===== config.mk =====
export PLATFORM = sky130hd
export DESIGN_NAME = chunked_serial_adder
export DESIGN_NICKNAME = d
export VERILOG_FILES = /design/src/rtl/chunked_serial_adder.sv
export SDC_FILE = /design/constraint.sdc
export NUM_CORES = 1
export LEC_CHECK = 0
export BUFFER_PORTS_ARGS = -buffer_cell sky130_fd_sc_hd__buf_2
export CAP_MARGIN = 5
export CORE_MARGIN = 2
export CORE_UTILIZATION = 35
export DETAILED_ROUTE_END_ITERATION = 6
export SLEW_MARGIN = 20
export SYNTH_ARGS = -nofsm -noshare
export SYNTH_HDL_FRONTEND = slang
export SYNTH_SLANG_ARGS = --single-unit
export TNS_END_PERCENT = 50

===== constraint.sdc =====
create_clock -name clk -period 1.8 [get_ports clk]
set_input_delay 0.09 -clock clk [delete_from_list [all_inputs] [get_ports clk]]
set_output_delay 0.09 -clock clk [all_outputs]
set_load 0.1 [all_outputs]

===== src/rtl/chunked_serial_adder.sv =====
// Multi-cycle N-bit adder/subtractor that works through K bits per clock.
// A registered carry ripples between chunks, least significant chunk first.
// Operands are shifted right after each chunk, so the current chunk always
// sits in the low K bits and no wide read mux is needed.
//
// state | meaning
// ------+--------------------------------------------------------------
// IDLE  | waiting for operands, in_ready=1
// RUN   | one chunk per edge, busy=1, sum holds a partial result
// DONE  | result presented, out_valid=1, held until out_ready

module chunked_serial_adder #(
    parameter int N = 8,
    parameter int K = 2
) (
    input  logic         clk,
    input  logic         rst,
    input  logic         in_valid,
    output logic         in_ready,
    input  logic [N-1:0] a0,
    input  logic [N-1:0] a1,
    input  logic         ci,
    input  logic         sub,
    output logic         out_valid,
    input  logic         out_ready,
    output logic [N-1:0] sum,
    output logic         co,
    output logic         busy
);

    localparam int CHUNKS = N / K;
    localparam int CW = (CHUNKS > 1) ? $clog2(CHUNKS) : 1;
    localparam logic [CW-1:0] LAST = CW'(CHUNKS - 1);

    // Reject widths that cannot be split into whole chunks.
    if (N < 1 || K < 1 || K > N || (N % K) != 0) begin : g_bad_params
        $error("chunked_serial_adder: N must be >= 1 and a multiple of K (1 <= K <= N)");
    end

    typedef enum logic [1:0] {
        IDLE = 2'd0,
        RUN  = 2'd1,
        DONE = 2'd2
    } state_t;

    state_t        state;
    state_t        state_next;
    logic [N-1:0]  a_reg;
    logic [N-1:0]  b_reg;
    logic          carry;
    logic [CW-1:0] cnt;
    logic [K:0]    chunk_sum;
    logic          accept;
    logic          last_chunk;

    assign chunk_sum = {1'b0, a_reg[K-1:0]} + {1'b0, b_reg[K-1:0]} + {{K{1'b0}}, carry};

    // State register.
    always_ff @(posedge clk or posedge rst) begin
        if (rst) begin
            state <= IDLE;
        end else begin
            state <= state_next;
        end
    end

    // Next-state decode and handshake/status outputs.
    always_comb begin
        state_next = state;
        in_ready   = 1'b0;
        out_valid  = 1'b0;
        busy       = 1'b0;
        accept     = 1'b0;
        last_chunk = 1'b0;
        case (state)
            IDLE: begin
                in_ready = 1'b1;
                if (in_valid) begin
                    accept     = 1'b1;
                    state_next = RUN;
                end
            end
            RUN: begin
                busy = 1'b1;
                if (cnt == LAST) begin
                    last_chunk = 1'b1;
                    state_next = DONE;
                end
            end
            DONE: begin
                out_valid = 1'b1;
                if (out_ready) begin
                    state_next = IDLE;
                end
            end
            default: begin
                state_next = IDLE;
            end
        endcase
    end

    // Operand capture, chunk-by-chunk accumulation and carry-out.
    // sum/co are deliberately not cleared on handoff.
    always_ff @(posedge clk or posedge rst) begin
        if (rst) begin
            a_reg <= '0;
            b_reg <= '0;
            carry <= 1'b0;
            cnt   <= '0;
            sum   <= '0;
            co    <= 1'b0;
        end else if (accept) begin
            a_reg <= a0;
            b_reg <= sub ? ~a1 : a1;
            carry <= sub ? 1'b1 : ci;
            cnt   <= '0;
        end else if (state == RUN) begin
            a_reg                <= a_reg >> K;
            b_reg                <= b_reg >> K;
            carry                <= chunk_sum[K];
            sum[int'(cnt)*K +: K] <= chunk_sum[K-1:0];
            cnt                  <= cnt + CW'(1);
            if (last_chunk) begin
                co <= chunk_sum[K];
            end
        end
    end

endmodule


# --- Yosys cells after proc, flatten, opt, wreduce, memory -nomap -nowiden ---
# Cells that the tools add are included.
op_classes:
  div: 0
  n_eq_ne: 6
  n_lt_le_gt_ge: 0
  mul: 0
  muxes: 22
  addsub: 4
  n_reduce_logical: 5
  n_shift: 2
  bitwise: 2
ops:
  columns: ["op", "count"]
  rows:
  - ["$mux W8", 5]
  - ["$neg A3 Y33", 1]
  - ["$shift A2 B33 Y8 const A", 1]
  - ["$shiftx A2 B33 Y8", 1]
  - ["$mux W1", 10]
  - ["$mux W2", 5]
  - ["$bwmux W8", 1]
  - ["$not A8 Y8", 1]
  - ["$ne A2 B2 Y1 const B", 3]
  - ["$pmux W2 S3", 1]
  - ["$reduce_and A3 Y1", 2]
  - ["$eq A2 B2 Y1 const B", 2]
  - ["$add A2 B2 Y3", 1]
  - ["$add A3 B1 Y3", 1]
  - ["$add A2 B1 Y2 const B", 1]
  - ["$eq A2 B1 Y1 const B", 1]
  - ["$logic_not A2 Y1", 1]
  - ["$reduce_and A2 Y1", 1]
  - ["$reduce_bool A2 Y1", 1]
  - ["$not A1 Y1", 1]
totals:
  ramBits: 0
  rom_bits: 0
  n_memories: 0
  wordCells: 48
  regBits: 30
  inputBits: 22
  latchBits: 0

# --- Depth between registers and ports, before layout ---
# Gate-level depths: netlist of run 1.
depth:
  depth_word: 4
  depth_mapped: 7
  ltp_nobuf: 5

# --- Worst setup path before layout of run 1 ---
# OpenSTA, ideal clock, no wires.
synth_timing:
  path_type: "reg2out"
  start: "register state[0]"
  end: "output in_ready"
  slack_ns: -0.209
  required_ns: 1.710
  arrival_ns: 1.919
  stages_incl_launch_ff: 4
  cell_sequence: "dfrtp_1 buf_4 buf_2 nor2_1"
synth_via:
  elab_chain_cells: 2
synth_rtl:
  columns: ["element", "line", "text"]
  rows:
  - ["start: declaration", "46", "state_t state;"]
  - ["start signal: assignment", "63", "state <= state_next;"]
  - ["$logic_not A2 Y1", "75", "case (state)"]
  - ["$mux W1", "75", null]
  - ["end: declaration", "19", "output logic in_ready,"]
# No other way between the ends.

# --- Worst setup path after layout of run 1 ---
layout_timing:
  start: "register a_reg[0]"
  end: "register sum[7]"
layout_via:
  elab_chain_cells: 4
layout_rtl:
  columns: ["element", "line", "text"]
  rows:
  - ["start: declaration", "48", "logic [N-1:0] a_reg;"]
  - ["start signal: assignment", "118", "a_reg <= a_reg >> K;"]
  - ["$add A2 B2 Y3", "56", "assign chunk_sum = {1'b0, a_reg[K-1:0]} + {1'b0, b_reg[K-1:0]} + {{K{1'b0}}, carry};"]
  - ["$add A3 B1 Y3", "56", null]
  - ["$shiftx A2 B33 Y8", "121", "sum[int'(cnt)*K +: K] <= chunk_sum[K-1:0];"]
  - ["$bwmux W8", "121", null]
  - ["end signal: indexed assignment", "121", null]
  - ["end: declaration", "26", "output logic [N-1:0] sum,"]
# No other way between the ends.
# A chain may end at the register's enable or synchronous reset.

==> impl_metrics.toml, run 1 <==
[status]
outcome = "finished clean"

[global_route]
globalRoute.busiestLayer = "met2"
number_of_antenna_violations_at_the_first_check_in_global_routing = 0
grt_util_met1 = 0.186
grt_first_pass_wirelength_um = 5430
grt_overflow_total = 0
first_global_vias = 1178
groute.usage.overall = 0.139
global_route_track_usage_on_met2 = 0.209
grt.met3_usage = 0.0380
grt_start_max_net_pins = 31

[finish]
diodes_inserted = 0
design.final.nets = 227
finalInstanceArea_um2 = 1950
drive_above_1_share = 0.273
fillCellCount = 446
multi_input_comb_area_um2 = 769
area.sequential_um2 = 751
area.growth.synth_to_final_pct = 22.9
finalCoreUtilization = 0.449

[synthesis]
yosys.area_share.xor_xnor = 0.0441
simple_gate_share_of_the_synthesized_area = 0.154
syn_inst = 156
synth.mux.area_fraction = 0.0409
synth.top_cell.area_share = 0.472
synth-compound-area-share = 0.167
synth_area_leader_cell = "sky130_fd_sc_hd__dfrtp_1"
synth.yosys.warnings = 0
synth_area_um2 = 1590
postSynthNetCount = 186
synth_sequential_area_ratio = 0.472
synthDistinctLibCells = 27
synth_top_family_by_area = "compound AO/OA/AOI/OAI gates"
biggest_area_contributors_in_the_synthesized_netlist = "sky130_fd_sc_hd__dfrtp_1, sky130_fd_sc_hd__nand2_1, sky130_fd_sc_hd__o21ai_0"
ys_ff_latch = 30
synthAdderAreaFrac = 0.0724
avgSynthCellArea_um2 = 10.2

[die]
io-pin-count = 34
core_um2 = 4350
fp.dieW_um = 71.4
dieHeight_um = 71.4
initial_core_util = 0.365
placementRows = 24
die-area_um2 = 5100

[clocking]
h-tree-depth = 2
clock_input_transition_at_the_sequential_cells_of_the_worst_setup_and_hold_paths_ps = 70
clock_latency_ps = 280
numCtsBuffers = 5
cts_tree = "built"
clock_tree.buffer_depth = 2
cts_num_sinks = 30
cts_root_buffer = "sky130_fd_sc_hd__clkbuf_8"

[setup_path]
timing.critical_path.to = "sum[7]"
cpLargestDelayFamily = "adder cells"
timing.critical_path.slowest_stage_cell = "sky130_fd_sc_hd__fa_1"
arrival_ps = 1920
required_ps = 1990
worstReg2RegStart = "a_reg[0]"
reg2reg_to = "sum[7]"
regToRegSetupSlack_ps = 70
critical_path.n_buffers_inverters = 0
cp.depth = 4
cpPeakStageDelay_ps = 540
setup.worst_path.start = "a_reg[0]"
worst_setup_path_end_kind = "flip-flop"
r2r_cells = 4
critical_path_peak_fanout = 3
critical_path.startpoint_type = "flip-flop"
cp_cell_sequence = "fa_2 -> fa_1 -> nand2b_1 -> o31ai_1"
setup.worst_path.class = "reg -> reg"

[timing]
slew_headroom = 0.679
grt_setup_unrepaired = "yes"
report.final.hold_viol_count = 0
timing_worst_slew_pin_value_ps = 484
final.setup.worst_slack_ps = 71.0
post-route-min-period_ps = 1730
setup_viol = 0
max_clock_freq_mhz = 578
final.period_utilization = 0.961
whs_ps = 9.45
skew_ps = 7.75
setup_total_negative_slack_ps = 0
final-max-slew-violation-count = 0

[hold_path]
timing.hold.worst.class = "in -> reg"

[drt]
final_antenna_net_count = 0
routedWlPerCell_um = 12.6
vias = 1196
first_pass_iters = 4
routed_via_density = 4.78
drc_errors = 0
detail_route.wirelength_um = 3150
initialDrtViolationCount = 42

[placed_design]
placedInstanceArea_um2 = 1830
dp.final_hpwl_um = 2260
gp_routability_congestion = 0.740
preCtsSetupSlack_ps = 7.33
port_buffers = 33

[power]
power_leakage_uw = 0.000951
vdd.ir_drop.worst_v = 0.000812
pwr_density_cell_nw_per_um2 = 1960

[job]
max_cap_violations = 0
[how the worst min path moves through the flow]
stage	end	slack, ps	cells after the start	start
6_report	a_reg[6]	9	3	a0[6]
5_1_grt	a_reg[6]	10	3	a0[6]
4_1_cts	a_reg[6]	4	3	a0[6]
3_5_place_dp	b_reg[6]	190	3	rst
3_3_place_gp	b_reg[6]	190	3	rst
2_1_floorplan	a_reg[0]	180	1	rst
[tightest hold or removal path, cell delays in order]
cell and delay [ps]:
sky130_fd_sc_hd__buf_2 70, sky130_fd_sc_hd__nand2_1 30, sky130_fd_sc_hd__o21ai_0 60
[placed cells by master (no fill, tap or decap), drive strengths merged, types with 6 or more instances in the layout]
cell and n:
o21ai 18, o31ai 7, nor2b 6, nand2 27
buf 40, clkbuf 7, a21oi 6, dfrtp 30
a22oi 9, ha 6, xor2 8
[cells in the mapped netlist]
cell	count
sky130_fd_sc_hd__a22o_1	2
sky130_fd_sc_hd__inv_1	4
sky130_fd_sc_hd__a22oi_1	9
sky130_fd_sc_hd__o31ai_1	7
sky130_fd_sc_hd__fa_1	2
sky130_fd_sc_hd__mux2_4	1
sky130_fd_sc_hd__xor2_1	8
sky130_fd_sc_hd__a21oi_1	6
sky130_fd_sc_hd__ha_1	6
sky130_fd_sc_hd__nor3b_1	1
sky130_fd_sc_hd__o21ai_1	1
sky130_fd_sc_hd__and2b_1	1
sky130_fd_sc_hd__buf_2	5
sky130_fd_sc_hd__buf_4	1
sky130_fd_sc_hd__buf_6	2
sky130_fd_sc_hd__mux2i_1	5
sky130_fd_sc_hd__inv_6	1
sky130_fd_sc_hd__nand3b_1	4
sky130_fd_sc_hd__nor2_1	2
sky130_fd_sc_hd__o21bai_1	1
sky130_fd_sc_hd__nand2b_1	5
sky130_fd_sc_hd__o21ai_0	17
sky130_fd_sc_hd__or2_2	1
sky130_fd_sc_hd__nand2_1	27
sky130_fd_sc_hd__dfrtp_1	30
sky130_fd_sc_hd__nor2b_1	6
sky130_fd_sc_hd__nor4b_2	1
[kinds of logic after synthesis]
logic type,count (synthesis)
flops,30
simple gates,48
mux,6
xor+xnor,8
compound gates,43
fa+ha+maj,8
buf+inv,13
[per-layer routing]
| metal | vias up | part of all wire | wire (um) |
|---|---|---|---|
| met2 | 30 | 0.45 | 1420 |
| met3 | 7 | 0.052 | 163 |
| met1 | 541 | 0.48 | 1510 |
| li1 | 618 | - | - |
| met4 | 0 | 0.018 | 57 |
| met5 | - | 0 | 0 |
[power by group]
part	switching, uW	internal [uW]	total [uW]
combinational	1510	648	2160
clock	255	308	563
sequential	176	928	1100
total	1940	1880	3820
[repair_timing]
item,in CTS,in global routing
cloned,0,0
endpoints found under the hold margin,31,0
resized for setup,0,1
buffers inserted,1,0
endpoints found under the setup margin,1,3
hold buffers,2,0
pin swaps,0,3
[cell type report]
type | count | area share
inverters | 5 | 0.0122
clock buffers | 7 | 0.0442
multi-input cells | 113 | 0.394
repair buffers | 42 | 0.129
well taps | 52 | 0.0333
flip-flops and latches | 30 | 0.384
clock inverters | 1 | 0.00256
[stage by stage]
stage               cells  power, uW
floorplan             156       2840
global placement      239       3250
detailed placement    239       3270
CTS                   250       3850
global route          250       4110
finish                250       3820
No activity file was read; power rests on OpenSTA's default activity.
==> inputs of run 2 (changes only) <==
==> constraint.sdc (replaced) <==
create_clock -name clk -period 1.4 [get_ports clk]
set_input_delay 0.07 -clock clk [delete_from_list [all_inputs] [get_ports clk]]
set_output_delay 0.07 -clock clk [all_outputs]
set_load 0.1 [all_outputs]
==> run 2 against run 1 <==
  * The flow now finishes with violations (negative setup slack)
  * Critical endpoint unchanged
  * Utilization grew 3.6 points
  * Maximum frequency up 0.25%
  * Die area is the same
  * Sequential cell count is the same
  * Global-route usage grew 1.0 points
  * Cell count rose by 4.0%
  * Clock skew down 3.4 ps
  * First-iteration DRC count is 90% higher
  * Clock power rose by 29%
  * Wire length increased by 6.2%
==> impl_metrics.toml, run 2 (synthesized netlist as in run 1, its figures left out) <==
[setup_path]
worst_setup_path_end_kind = "flip-flop"
arrival_ps = 1910
cpLargestDelayFamily = "adder cells"
required_ps = 1590
setup.worst_path.class = "reg -> reg"
critical_path.n_buffers_inverters = 0
critical_path.startpoint_type = "flip-flop"
cpPeakStageDelay_ps = 510
critical_path_peak_fanout = 3
timing.critical_path.slowest_stage_cell = "sky130_fd_sc_hd__fa_1"
cp_cell_sequence = "fa_2 -> fa_1 -> nand2b_1 -> o31ai_1"

[power]
power_leakage_uw = 0.00102
vdd.ir_drop.worst_v = 0.000755
pwr_density_cell_nw_per_um2 = 2550

[die]
io-pin-count = 34
core_um2 = 4350
fp.dieW_um = 71.4
placementRows = 24
initial_core_util = 0.365
dieHeight_um = 71.4
die-area_um2 = 5100

[clocking]
cts_root_buffer = "sky130_fd_sc_hd__clkbuf_8"
numCtsBuffers = 5
cts_num_sinks = 30
clock_tree.buffer_depth = 2
clock_latency_ps = 280
h-tree-depth = 2
cts_tree = "built"
clock_input_transition_at_the_sequential_cells_of_the_worst_setup_and_hold_paths_ps = 60

[drt]
final_antenna_net_count = 0
drc_errors = 0
initialDrtViolationCount = 80
routedWlPerCell_um = 12.9
vias = 1269
routed_via_density = 4.88
first_pass_iters = 4
detail_route.wirelength_um = 3340

[finish]
most-common-layout-cells = "sky130_fd_sc_hd__buf_2, sky130_fd_sc_hd__dfrtp_1, sky130_fd_sc_hd__nand2_1"
area.growth.synth_to_final_pct = 32.9
layout.cells.most_common = "sky130_fd_sc_hd__buf_2"
multi_input_comb_area_um2 = 807
finalCoreUtilization = 0.485
fillCellCount = 422
diodes_inserted = 0
drive_above_1_share = 0.337
area.sequential_um2 = 752
design.final.nets = 237

[timing]
grt_setup_unrepaired = "yes"
setup_total_negative_slack_ps = -1470
skew_ps = 4.38
post-route-min-period_ps = 1720
timing_worst_slew_pin_value_ps = 486
report.final.hold_viol_count = 0
final-max-slew-violation-count = 0
slew_headroom = 0.678
final.setup.worst_slack_ps = -325
max_clock_freq_mhz = 580
final.period_utilization = 1.23
setup_viol = 6

[global_route]
first_global_vias = 1312
grt_start_max_net_pins = 31
grt_first_pass_wirelength_um = 5950
groute.usage.overall = 0.149
grt_overflow_total = 0
number_of_antenna_violations_at_the_first_check_in_global_routing = 0

[status]
outcome = "finished, violations left"
violations_in_the_final_reports = "negative setup slack"

[placed_design]
port_buffers = 33
dp.final_hpwl_um = 2420
gp_routability_congestion = 0.708

[job]
max_cap_violations = 0

[hold_path]
timing.hold.worst.class = "in -> reg"
## run 2: cell types whose count changed in the layout (fill, tap and decap cells not counted), sizes merged
cell and delta:
dlygate4sd3 +2, buf +8
## run 2: final timing paths
check,startpoint,end,slack [ps],depth (start not counted)
worst min-delay path,a0[3],a_reg[3],70,3
min in group asynchronous,rst,b_reg[6],400,4
worst max register to register,a_reg[0],sum[7],-320,4
worst max-delay path,a_reg[0],sum[7],-320,4
max in group asynchronous,rst,state[1],700,4
worst min register to register,sum[6],sum[6],470,2
## run 2: power breakdown
| group | internal (uW) | total, uW | switching [uW] |
|---|---|---|---|
| clock network | 396 | 724 | 328 |
| logic | 1160 | 3240 | 2080 |
| registers | 1200 | 1420 | 229 |
| total | 2750 | 5390 | 2640 |
## run 2: per-stage QoR
stage	worst slack, ps	power [uW]	cell area [um^2]	hold WS, ps	instances
after floorplan	-216	3660	1590	161	156
after global placement	-264	4450	1930	168	248
after detailed placement	-321	4490	1930	170	248
after CTS	-337	5360	2090	61.0	260
after global routing	-413	5770	2110	93.3	260
final	-325	5390	2110	67.7	260
## run 2: worst reg2reg max path, cell delays in order (launching register included)
cell and delay, ps:
sky130_fd_sc_hd__dfrtp_1 410, sky130_fd_sc_hd__fa_2 390, sky130_fd_sc_hd__fa_1 510, sky130_fd_sc_hd__nand2b_1 110
sky130_fd_sc_hd__o31ai_1 210
## run 2: layout make-up
type                            count  area share
Timing Repair Buffer               52       0.175
Sequential cell                    30       0.356
Inverter                            5      0.0124
Clock inverter                      1     0.00237
Clock buffer                        7      0.0409
Multi-Input combinational cell    113       0.382
Tap cell                           52      0.0308
## run 2: metal layers
metal | up-vias | share of wire | track usage
li1 | 639 | - | -
met4 | 0 | 0.023 | 0.0818
met3 | 7 | 0.041 | 0.0338
met2 | 30 | 0.46 | 0.233
met5 | - | 0 | 0
met1 | 593 | 0.47 | 0.192
## run 2: what timing repair did
item                       4_1_cts  5_1_grt
hold endpoints to repair        33        0
setup buffers                    0        0
hold buffers                     4        0
setup endpoints to repair       11       13
resized for setup                6        7
pin swaps                        3        1
==> inputs of run 3 (changes only) <==
==> constraint.sdc (replaced) <==
create_clock -name clk -period 1.4 [get_ports clk]
set_input_delay 0.07 -clock clk [delete_from_list [all_inputs] [get_ports clk]]
set_output_delay 0.07 -clock clk [all_outputs]
set_load 0.02 [all_outputs]
==> run 3 against run 2 <==
  * The run still ends with negative setup slack left
  * Utilization shrank 1.4 points
  * Maximum frequency fell by 0.73%
  * Combinational power fell by 29%
  * Hold slack got worse by 66 ps
  * Die area unchanged
  * Design area is 2.8% lower
  * Cell count is 0.38% higher
  * Sequential share of layout area grew 0.96 points
  * Clock skew about the same
  * Critical path type unchanged
  * Critical endpoint is now sum[5]
==> impl_metrics.toml, run 3 (synthesized netlist as in run 1, its figures left out) <==
[status]
outcome = "finished, violations left"
violations_in_the_final_reports = "negative setup slack"

[drt]
highest-signal-layer = "met4"
wl_met1_um = 1440
routed_via_density = 4.71
initialDrtViolationCount = 45
vias = 1229
met3RoutedLength_um = 131
final_antenna_net_count = 0
first_pass_iters = 4
routedWlPerCell_um = 11.8
met2WireLength_um = 1440
drc_errors = 0
detail_route.wirelength_um = 3080

[placed_design]
dp.final_hpwl_um = 2330
placedInstanceArea_um2 = 1890
gp_routability_congestion = 0.697
preCtsSetupSlack_ps = -322
port_buffers = 33

[setup_path]
critical_path.n_buffers_inverters = 0
required_ps = 1580
cpPeakStageDelay_ps = 530
cpLargestDelayFamily = "adder cells"
worst_setup_path_end_kind = "flip-flop"
timing.critical_path.slowest_stage_cell = "sky130_fd_sc_hd__fa_1"
critical_path.startpoint_type = "flip-flop"
arrival_ps = 1920
setup.worst_path.class = "reg -> reg"
critical_path_peak_fanout = 3
cp_cell_sequence = "fa_2 -> fa_1 -> nand2b_1 -> o31ai_1"

[global_route]
number_of_antenna_violations_at_the_first_check_in_global_routing = 0
grt_overflow_total = 0
grt_first_pass_wirelength_um = 5180
groute.usage.overall = 0.131
first_global_vias = 1164
grt_start_max_net_pins = 31

[hold_path]
timing.hold.worst.class = "in -> reg"

[timing]
final-max-slew-violation-count = 0
setup_viol = 6
grt_setup_unrepaired = "yes"
skew_ps = 4.01
max_clock_freq_mhz = 576
post-route-min-period_ps = 1740
final.period_utilization = 1.24
timing_worst_slew_pin_value_ps = 375
final.setup.worst_slack_ps = -338
setup_total_negative_slack_ps = -1690
slew_headroom = 0.750
report.final.hold_viol_count = 0

[finish]
finalInstanceArea_um2 = 2050
design.final.nets = 238
drive_above_1_share = 0.325
most-common-layout-cells = "sky130_fd_sc_hd__buf_2, sky130_fd_sc_hd__dfrtp_1, sky130_fd_sc_hd__nand2_1"
diodes_inserted = 0
layout.cells.most_common = "sky130_fd_sc_hd__buf_2"
finalCoreUtilization = 0.472
area.growth.synth_to_final_pct = 29.2

[clocking]
cts_tree = "built"
h-tree-depth = 2
clock_latency_ps = 280
numCtsBuffers = 5
cts_root_buffer = "sky130_fd_sc_hd__clkbuf_8"
cts_num_sinks = 30
clock_input_transition_at_the_sequential_cells_of_the_worst_setup_and_hold_paths_ps = 60
clock_tree.buffer_depth = 2

[die]
placementRows = 24
fp.dieW_um = 71.4
initial_core_util = 0.365
die-area_um2 = 5100
dieHeight_um = 71.4
io-pin-count = 34
core_um2 = 4350

[power]
vdd.ir_drop.worst_v = 0.000604
power_leakage_uw = 0.00101
power_uw = 4400
pwr_density_cell_nw_per_um2 = 2140

[job]
max_cap_violations = 0
## run 3: cell types whose count changed in the layout (fill, tap and decap cells not counted), sizes merged
cell         previous run  this run
buf                    48        51
dlygate4sd3             4         2
## run 3: area by class of cell
cell class / count / area (um^2)
Tap cell: 52 / 65.1
Multi-Input combinational cell: 113 / 800
Clock inverter: 1 / 5.00
Clock buffer: 7 / 86.3
Sequential cell: 30 / 751
Fill cell: 418 / 2300
Inverter: 5 / 23.8
Timing Repair Buffer: 53 / 323
## run 3: metrics by stage
step                hold slack [ps]  std cells
floorplan                       161        156
global placement                169        249
detailed placement              171        249
CTS                            2.05        259
global route                   11.3        261
finish                         1.84        261
## run 3: path summary, 6_finish.rpt
check                        from       end  slack (ps)  depth (start not counted)
max in group asynchronous     rst    sum[5]         720                          4
min in group asynchronous     rst  state[0]         410                          4
setup / recovery            carry    sum[5]        -340                          4
setup reg to reg            carry    sum[5]        -340                          4
hold / removal              a0[6]  a_reg[6]           2                          3
hold reg to reg            sum[7]    sum[7]         470                          2
## run 3: metal layers
metal / track usage / up-vias
met5: 0 / -
met4: 0.0629 / 0
met3: 0.0394 / 8
met2: 0.210 / 28
met1: 0.163 / 548
li1: - / 645
## run 3: worst register-to-register path: stages, from the launching register on
cell and delay (ps):
sky130_fd_sc_hd__dfrtp_1 400, sky130_fd_sc_hd__fa_2 400, sky130_fd_sc_hd__fa_1 530, sky130_fd_sc_hd__nand2b_1 110, sky130_fd_sc_hd__o31ai_1 210
## run 3: power by group
| part | switching (uW) | total (uW) | leakage (uW) | internal (uW) |
|---|---|---|---|---|
| combinational | 1210 | 2290 | 0.000565 | 1080 |
| sequential | 218 | 1410 | 0.000395 | 1190 |
| clock | 307 | 702 | 0.0000482 | 395 |
| total | 1730 | 4400 | 0.00101 | 2670 |
## run 3: what timing repair did
item,in CTS,in global routing
hold buffers,2,0
resized for setup,2,4
setup buffers,0,2
setup endpoints to repair,10,11
pin swaps,5,5
hold endpoints to repair,31,0
